--- src/rtl/seg7_pkg.sv ---
// Shared glyph set and code constants for the 7-segment display drivers.
// Segment vectors are active-high, bit order {a,b,c,d,e,f,g}.
package seg7_pkg;

  localparam int unsigned SEG_W = 7;

  localparam int unsigned SEG_A = 6;
  localparam int unsigned SEG_B = 5;
  localparam int unsigned SEG_C = 4;
  localparam int unsigned SEG_D = 3;
  localparam int unsigned SEG_E = 2;
  localparam int unsigned SEG_F = 1;
  localparam int unsigned SEG_G = 0;

  localparam logic [3:0] CODE_DASH  = 4'hA;
  localparam logic [3:0] CODE_L     = 4'hB;
  localparam logic [3:0] CODE_C     = 4'hC;
  localparam logic [3:0] CODE_R     = 4'hD;
  localparam logic [3:0] CODE_E     = 4'hE;
  localparam logic [3:0] CODE_BLANK = 4'hF;

  localparam logic [SEG_W-1:0] GLYPH [16] = '{
    7'h7E, 7'h30, 7'h6D, 7'h79, 7'h33, 7'h5B, 7'h5F, 7'h70,
    7'h7F, 7'h7B, 7'h01, 7'h0E, 7'h4E, 7'h46, 7'h4F, 7'h00
  };

  function automatic logic [SEG_W-1:0] glyph_of(input logic [3:0] code);
    return GLYPH[code];
  endfunction

endpackage

--- src/rtl/seg7_glyph.sv ---
// Combinational 4-bit code to active-high segment pattern decoder.
module seg7_glyph
  import seg7_pkg::*;
(
  input  logic [3:0]       i_code,
  output logic [SEG_W-1:0] o_seg
);

  always_comb begin
    o_seg = glyph_of(i_code);
  end

endmodule

--- src/rtl/seg7_scan_driver.sv ---
// Time-multiplexed 7-segment scan driver with double-buffered digit data,
// anti-ghost blanking and leading-zero suppression.
module seg7_scan_driver
  import seg7_pkg::*;
#(
  parameter int unsigned DIGITS         = 4,
  parameter int unsigned PRESCALE       = 1000,
  parameter int unsigned BLANK_CYCLES   = 8,
  parameter bit          SEG_ACTIVE_LOW = 1'b0,
  parameter bit          DIG_ACTIVE_LOW = 1'b0
) (
  input  logic                  clk,
  input  logic                  rst,
  input  logic                  enable,
  input  logic                  load,
  input  logic [4*DIGITS-1:0]   data,
  input  logic [DIGITS-1:0]     dp,
  input  logic                  lz_en,
  output logic [SEG_W-1:0]      seg,
  output logic                  seg_dp,
  output logic [DIGITS-1:0]     dig,
  output logic                  pending,
  output logic                  frame_done
);

  localparam int unsigned PCNT_W = $clog2(PRESCALE);
  localparam int unsigned IDX_W  = (DIGITS > 1) ? $clog2(DIGITS) : 1;
  localparam logic [PCNT_W-1:0] PCNT_LAST = PCNT_W'(PRESCALE - 1);
  localparam logic [PCNT_W-1:0] BLANK_END = PCNT_W'(BLANK_CYCLES);
  localparam logic [IDX_W-1:0]  IDX_LAST  = IDX_W'(DIGITS - 1);

  if (DIGITS < 1 || DIGITS > 8) begin : g_bad_digits
    $error("seg7_scan_driver: DIGITS must be in 1..8");
  end
  if (PRESCALE < 2) begin : g_bad_prescale
    $error("seg7_scan_driver: PRESCALE must be at least 2");
  end
  if (BLANK_CYCLES >= PRESCALE) begin : g_bad_blank
    $error("seg7_scan_driver: BLANK_CYCLES must be below PRESCALE");
  end

  logic [PCNT_W-1:0]   r_pcnt;
  logic [IDX_W-1:0]    r_idx;
  logic [4*DIGITS-1:0] r_disp_data;
  logic [DIGITS-1:0]   r_disp_dp;
  logic                r_disp_lz;
  logic [4*DIGITS-1:0] r_pend_data;
  logic [DIGITS-1:0]   r_pend_dp;
  logic                r_pend_lz;
  logic                r_pending;
  logic                r_wrap_d;
  logic                r_frame_done;
  logic [SEG_W-1:0]    r_seg;
  logic                r_seg_dp;
  logic [DIGITS-1:0]   r_dig;

  logic                w_last_tick;
  logic                w_wrap;
  logic                w_apply;
  logic [DIGITS-1:0]   w_blank_mask;
  logic                w_seen_nz;
  logic [3:0]          w_cur_code;
  logic [3:0]          w_code;
  logic [SEG_W-1:0]    w_glyph;
  logic [DIGITS-1:0]   w_dig_onehot;

  assign w_last_tick = (r_pcnt == PCNT_LAST);
  assign w_wrap      = enable && w_last_tick && (r_idx == IDX_LAST);
  assign w_apply     = w_wrap || !enable;

  always_ff @(posedge clk or posedge rst) begin
    if (rst) begin
      r_pcnt <= '0;
      r_idx  <= '0;
    end else if (!enable) begin
      r_pcnt <= '0;
      r_idx  <= '0;
    end else if (w_last_tick) begin
      r_pcnt <= '0;
      r_idx  <= (r_idx == IDX_LAST) ? '0 : r_idx + 1'b1;
    end else begin
      r_pcnt <= r_pcnt + 1'b1;
    end
  end

  // A load coinciding with an apply cycle bypasses the pending buffer.
  always_ff @(posedge clk or posedge rst) begin
    if (rst) begin
      r_disp_data <= '1;
      r_disp_dp   <= '0;
      r_disp_lz   <= 1'b0;
      r_pend_data <= '1;
      r_pend_dp   <= '0;
      r_pend_lz   <= 1'b0;
      r_pending   <= 1'b0;
    end else if (load && w_apply) begin
      r_disp_data <= data;
      r_disp_dp   <= dp;
      r_disp_lz   <= lz_en;
      r_pending   <= 1'b0;
    end else begin
      if (w_apply && r_pending) begin
        r_disp_data <= r_pend_data;
        r_disp_dp   <= r_pend_dp;
        r_disp_lz   <= r_pend_lz;
        r_pending   <= 1'b0;
      end
      if (load) begin
        r_pend_data <= data;
        r_pend_dp   <= dp;
        r_pend_lz   <= lz_en;
        r_pending   <= 1'b1;
      end
    end
  end

  // Walk from the most significant digit down; digit 0 is never masked.
  always_comb begin
    w_blank_mask = '0;
    w_seen_nz    = 1'b0;
    for (int unsigned i = 0; i + 1 < DIGITS; i++) begin
      if (r_disp_data[4*(DIGITS-1-i) +: 4] != 4'h0) begin
        w_seen_nz = 1'b1;
      end else if (r_disp_lz && !w_seen_nz) begin
        w_blank_mask[DIGITS-1-i] = 1'b1;
      end
    end
  end

  always_comb begin
    w_cur_code = r_disp_data[4*r_idx +: 4];
    w_code     = w_blank_mask[r_idx] ? CODE_BLANK : w_cur_code;
  end

  always_comb begin
    w_dig_onehot        = '0;
    w_dig_onehot[r_idx] = 1'b1;
  end

  seg7_glyph u_glyph (
    .i_code (w_code),
    .o_seg  (w_glyph)
  );

  always_ff @(posedge clk or posedge rst) begin
    if (rst) begin
      r_seg    <= '0;
      r_seg_dp <= 1'b0;
      r_dig    <= '0;
    end else if (!enable || (r_pcnt < BLANK_END)) begin
      r_seg    <= '0;
      r_seg_dp <= 1'b0;
      r_dig    <= '0;
    end else begin
      r_seg    <= w_glyph;
      r_seg_dp <= r_disp_dp[r_idx];
      r_dig    <= w_dig_onehot;
    end
  end

  // Two-stage delay lines the pulse up with the first output of the new frame.
  always_ff @(posedge clk or posedge rst) begin
    if (rst) begin
      r_wrap_d     <= 1'b0;
      r_frame_done <= 1'b0;
    end else begin
      r_wrap_d     <= w_wrap;
      r_frame_done <= enable && r_wrap_d;
    end
  end

  assign seg        = r_seg ^ {SEG_W{SEG_ACTIVE_LOW}};
  assign seg_dp     = r_seg_dp ^ SEG_ACTIVE_LOW;
  assign dig        = r_dig ^ {DIGITS{DIG_ACTIVE_LOW}};
  assign pending    = r_pending;
  assign frame_done = r_frame_done;

endmodule

--- config.mk ---
export PLATFORM = sky130hd
export DESIGN_NAME = seg7_scan_driver
export DESIGN_NICKNAME = d
export VERILOG_FILES = /design/src/rtl/seg7_pkg.sv /design/src/rtl/seg7_glyph.sv /design/src/rtl/seg7_scan_driver.sv
export SDC_FILE = /design/constraint.sdc
export NUM_CORES = 1
export LEC_CHECK = 0
export BUFFER_PORTS_ARGS = -buffer_cell sky130_fd_sc_hd__buf_2
export CAP_MARGIN = 30
export CORE_MARGIN = 2
export CORE_UTILIZATION = 60
export DETAILED_ROUTE_END_ITERATION = 10
export PLACE_DENSITY_LB_ADDON = 0.05
export SLEW_MARGIN = 20
export SYNTH_ARGS = -nofsm -noshare
export SYNTH_HDL_FRONTEND = slang
export SYNTH_HIERARCHICAL = 1
export SYNTH_SLANG_ARGS = --single-unit
--- constraint.sdc ---
create_clock -name clk -period 4.76 [get_ports clk]
set_input_delay 0.714 -clock clk [delete_from_list [all_inputs] [get_ports clk]]
set_output_delay 0.714 -clock clk [all_outputs]
set_load 0.02 [all_outputs]
Word-level counts from Yosys, hierarchy flattened:

Memories as Yosys holds them, arrays and structs flattened.
Cells that the tools add are included.

* bits in read-only memories: 112
* input port bits: 25
* word-level logic and storage cells: 80
* memories kept: 1
* register bits after elaboration: 69

* mux-type cells: 34
* equal/unequal tests: 3
* order comparisons: 4
* reduce and logical (&&, ||, !) cells: 19
* bitwise logic cells: 2
* shift operators: 1
* add/sub/neg operators: 2

Memories
* (no name shown): words 16, bits a word 7, read ports 1, clocked after memory_dff 0, wr ports 0, line seg7_pkg.sv:28 `return GLYPH[code];`

Operators with widths (count)
* 2-to-1 mux 16 bit: 2
* 2-to-1 mux 7 bit: 3
* 2-to-1 mux 10 bit: 2
* 2-to-1 mux 1 bit: 17
* 2-to-1 mux 4 bit: 4
* indexed part select 16 x 5 -> 4 bit: 1
* nonzero test 4 bit: 3
* adder 10 x 1 -> 10 bit (second input constant): 1
* == test 10 bit (second input constant): 1
* less-than comparator 10 x 4 -> 1 bit (second input constant): 1
* logical AND 1 bit: 8
* 2-to-1 mux 2 bit: 3
* >= comparator 5 bit (second input constant): 1
* NOT 4 -> 5 bit: 1
* binary-select mux 1 bit (select 2 bit): 2
* zero test 1 bit: 3
* less-than comparator 2 x 3 -> 1 bit (second input constant): 1
* nonzero test 3 bit: 1
* adder 2 x 1 -> 2 bit (second input constant): 1
* demux 1 bit (select 2 bit): 1
* == test 2 bit (second input constant): 1
* >= comparator 2 x 1 -> 1 bit (second input constant): 1
* logical OR 1 bit: 2
* != test 2 x 1 -> 1 bit (second input constant): 1
* other kinds (3): 3

Longest topological paths before layout:

* word-level depth: 15
* mapped depth: 9

Cells and area by module:

Netlist, hierarchy kept.

By module, submodules not included
* seg7_scan_driver: sequential area each 1766.7 um^2, cells each 231, times used 1, area an instance 3264.4 um^2
* seg7_glyph: sequential area each 0.0 um^2, cells each 30, times used 1, area an instance 264.0 um^2

Worst setup path before layout:

OpenSTA, ideal clock, no wires.

* path kind: register to register
* start point: register r_idx[0]
* end point: register r_seg[3], in the netlist seg[3]
* data arrival time: 2.569 ns
* setup slack: 2.072 ns
* buffers on the path: 1
* clock period less this slack: 2.688 ns
* cell stages (with the launch flop): 8
* library setup time: 0.119 ns
* required time: 4.641 ns
* path through: dfrtp_1 clkbuf_1 mux4_2 or2_2 inv_1 ha_1 mux4_1 and2_1

* word-level cells in the longest chain between the ends: 8
* elaborated cells on any way between the ends: 9
* classes of those cells: shift: 1; mux: 6; bitwise: 1; memory: 1

RTL lines
* from (decl): line seg7_scan_driver.sv:43 `logic [IDX_W-1:0] r_idx;`
* from (signal assigned): line seg7_scan_driver.sv:80 `r_idx <= (r_idx == IDX_LAST) ? '0 : r_idx + 1'b1;`
* parallel branches: the longest is 2 deep, another holds indexed part select 16 x 5 -> 4 bit
* 2-to-1 mux 4 bit *: line seg7_scan_driver.sv:132 `w_code = w_blank_mask[r_idx] ? CODE_BLANK : w_cur_code;`
* net w_code[1]: line seg7_scan_driver.sv:63 `logic [3:0] w_code;`
* NOT 4 -> 5 bit (implied by the code) *: line seg7_pkg.sv:28
* memory (16 x 7 bit) *
* 2-to-1 mux 7 bit (implied by the code) * (2 in series): line seg7_pkg.sv:28
* net w_glyph[3]: line seg7_scan_driver.sv:64 `logic [SEG_W-1:0] w_glyph;`
* 2-to-1 mux 7 bit *: line seg7_scan_driver.sv:150 `end else if (!enable || (r_pcnt < BLANK_END)) begin`
* to (signal assigned): line seg7_scan_driver.sv:155 `r_seg <= w_glyph;`
* to (decl): line seg7_scan_driver.sv:53 `logic [SEG_W-1:0] r_seg;`

Mark *: on every way through the listed nets, which the timed path passes. The select of a mux whose other input is x is not followed.
A chain may end at the register's enable or synchronous reset.

Final worst setup path:

Ends and elaborated chain as after synthesis.

==> impl_metrics.py <==
metrics = {
    "status": {
        "status": "finished, final reports clean",
    },
    "grt": {
        "grt_first_pass_wirelength_mm": 10.01,
        "first_global_vias": 2122,
        "grt_overflow": 0,
        "grt_use_total": 0.2069,
        "antenna_found_initial": 0,
        "grt_start_max_net_pins": 36,
    },
    "worst_setup_path": {
        "cp_cell_sequence": "mux4_2, or2_2, inv_1, ha_1, mux4_1, and2_1",
        "crit_path_max_incr_delay_ns": 0.65,
        "critPathLaunchType": "register",
        "worstPathArrival_ns": 2.93,
        "crit_type": "register to register",
        "worst_path_max_delay_cell": "dfrtp_1",
        "critPathRequiredTime_ns": 4.99,
        "critPathMaxFanout": 12,
        "endpoint_kind": "register",
    },
    "synthesis": {
        "synth_top_flop_cell": "dfrtp_1",
        "ys_types": 38,
        "syn_area_per_cell_um2": 13.52,
        "netlist_area_mm2": 0.003528,
        "syn_inst": 261,
        "synth_top_area_frac": 0.2624,
        "ys_ff_latch": 69,
        "synth_edf_count": 0,
        "ys_top_cells_by_area": "dfrtp_1 26%, dfstp_2 24%, mux2_2 14%",
        "ys_warn_count": 6,
        "synth_seq_area_share": 0.5007,
        "async_flop_share": 1.000,
        "yosys.area.top_type": "dfrtp_1",
        "syn-num-nets": 297,
    },
    "timing": {
        "whs_ns": 0.4691,
        "max_clock_freq_mhz": 370.4,
        "slew_violations": 0,
        "fin_crit_ns": 2.700,
        "relSlewSlack": 0.3780,
        "hold_viol": 0,
        "setup_violations": 0,
        "rsz0062_at_grt": "no",
        "post-route-period-util": 0.5672,
        "skew_ns": 0.01057,
        "tightestPinTransition_ns": 0.9309,
        "fin_setup_tns_ns": 0,
    },
    "cells_and_area": {
        "diodes": 0,
        "layout_commonest_cell": "mux2_2",
        "nets": 336,
        "final_cell_mix": "43 x mux2_2, 38 x buf_2, 37 x dfrtp_1",
        "drive_above_1_share": 0.5344,
        "syn_to_final_growth_pct": 11.49,
        "fill_cells": 415,
    },
    "place": {
        "port_buffers": 38,
        "hpwl_mm": 3.901,
        "globalplace.congestion": 0.8021,
    },
    "power_and_ir_drop": {
        "power_density_mw_per_mm2": 373.6,
        "leakage_nw": 1.791,
        "power_mw": 1.470,
        "ir_worst_vdd_mv": 0.2674,
    },
    "routing": {
        "wire_per_inst_um": 15.06,
        "ant_nets": 0,
        "drt_pass1_iterations": 5,
        "drc": 0,
        "vias_per_cell": 5.446,
        "finalWirelength_mm": 5.676,
        "first_iter_violations": 98,
        "num_vias": 2053,
    },
    "clock_tree": {
        "ctsLongestPathBuffers": 2,
        "cts_tree": "done",
        "cts_root_buf": "clkbuf_8",
        "ctsResizeCount": 0,
        "clkLatencyLatePin_ns": 0.34,
        "h-tree-depth": 3,
        "path_clk_slew_ns": 0.08,
        "cts_buffers": 9,
        "cts_hold_buf": 0,
        "clock_sinks": 69,
        "postCtsSetupBuffers": 0,
    },
    "die": {
        "dieHeight_um": 80.69,
        "core_mm2": 0.005608,
        "die_x_um": 80.69,
        "dieArea_mm2": 0.006510,
        "placementRows": 27,
        "ios": 39,
        "initial_utilization": 0.6292,
    },
    "run": {
        "drv_cap": 0,
    },
    "min_path": {
        "worstHoldPathType": "register to register",
    },
}
-- sequential cells by signal (all words and copies together) (netlist names), 2 cells and up --
register and flops:
r_disp_dp 4, r_disp_data 16, seg 7, dig 4, r_idx 2, r_pend_data 16, r_pcnt 10, r_pend_dp 4
-- Yosys cell counts, types with 5 or more instances --
cell type	n
mux2_2	43
dfrtp_1	37
dfstp_2	32
mux2_4	20
nor2_1	16
and2_1	15
ha_1	11
inv_1	10
nand2_1	7
xnor2_1	7
mux4_2	6
nand3_1	6
buf_6	5
clkbuf_1	5
-- metrics by stage --
step / worst slack [ns] / std cells / cell area, µm² / utilization
finish: 2.060 / 377 / 3934 / 0.7015
global route: 1.921 / 377 / 3934 / 0.7015
CTS: 2.051 / 377 / 3934 / 0.7015
detailed placement: 2.085 / 361 / 3736 / 0.6662
global placement: 2.142 / 361 / 3736 / 0.6662
floorplan: 2.072 / 261 / 3528 / -
-- path summary, 6_finish.rpt --
| path | to | start | slack (ns) | cells after the start |
|---|---|---|---|---|
| hold / removal | frame_done | r_wrap_d | 0.47 | 1 |
| max in group asynchronous | r_pend_data[9] | rst | 3.34 | 3 |
| setup / recovery | seg[3] | r_idx[0] | 2.06 | 6 |
| setup reg to reg | seg[3] | r_idx[0] | 2.06 | 6 |
| hold reg to reg | frame_done | r_wrap_d | 0.47 | 1 |
| min in group asynchronous | seg[4] | rst | 0.48 | 2 |
-- final cells by class --
class | count | area (µm²) | area share
Inverter | 10 | 37.54 | 0.009542
Tap cell | 72 | 90.09 | 0.02290
Multi-Input combinational cell | 171 | 1644 | 0.4179
Timing Repair Buffer | 39 | 197.7 | 0.05025
Clock buffer | 14 | 183.9 | 0.04676
Clock inverter | 2 | 13.76 | 0.003499
Sequential cell | 69 | 1767 | 0.4491
-- critical path: cells and delay by family (launching register included) --
| family | cells | cell delay [ns] |
|---|---|---|
| adder cells (fa/ha/maj) | 1 | 0.26 |
| buffers and inverters | 1 | 0.14 |
| AND/OR/NAND/NOR | 2 | 0.51 |
| multiplexers | 2 | 1.03 |
| flip-flops | 1 | 0.65 |
-- kinds of logic (layout without fill, tap and decap cells) --
kind of cell               Yosys count  count (layout)  synth area share
muxes                               71              71            0.2709
DFF                                 69              69            0.5007
and+or+nand+nor                     68              68            0.1089
buffers and inverters               21              65           0.03333
AOI/OAI and AO/OA                   12              12           0.02482
adders and majority gates           11              11           0.03901
xor gates and xnor gates             9               9           0.02234
-- power by group --
group / total (mW) / switching [mW] / internal, mW
Combinational: 0.269 / 0.107 / 0.162
Clock: 0.461 / 0.211 / 0.250
Sequential: 0.740 / 0.0473 / 0.692
Total: 1.47 / 0.365 / 1.10
-- metal layers --
layer,wire length [µm],track usage
met5,0,0
met4,133,0.1017
met3,211,0.04382
met2,2685,0.3258
met1,2646,0.2714
No activity file was read; power rests on OpenSTA's default activity.
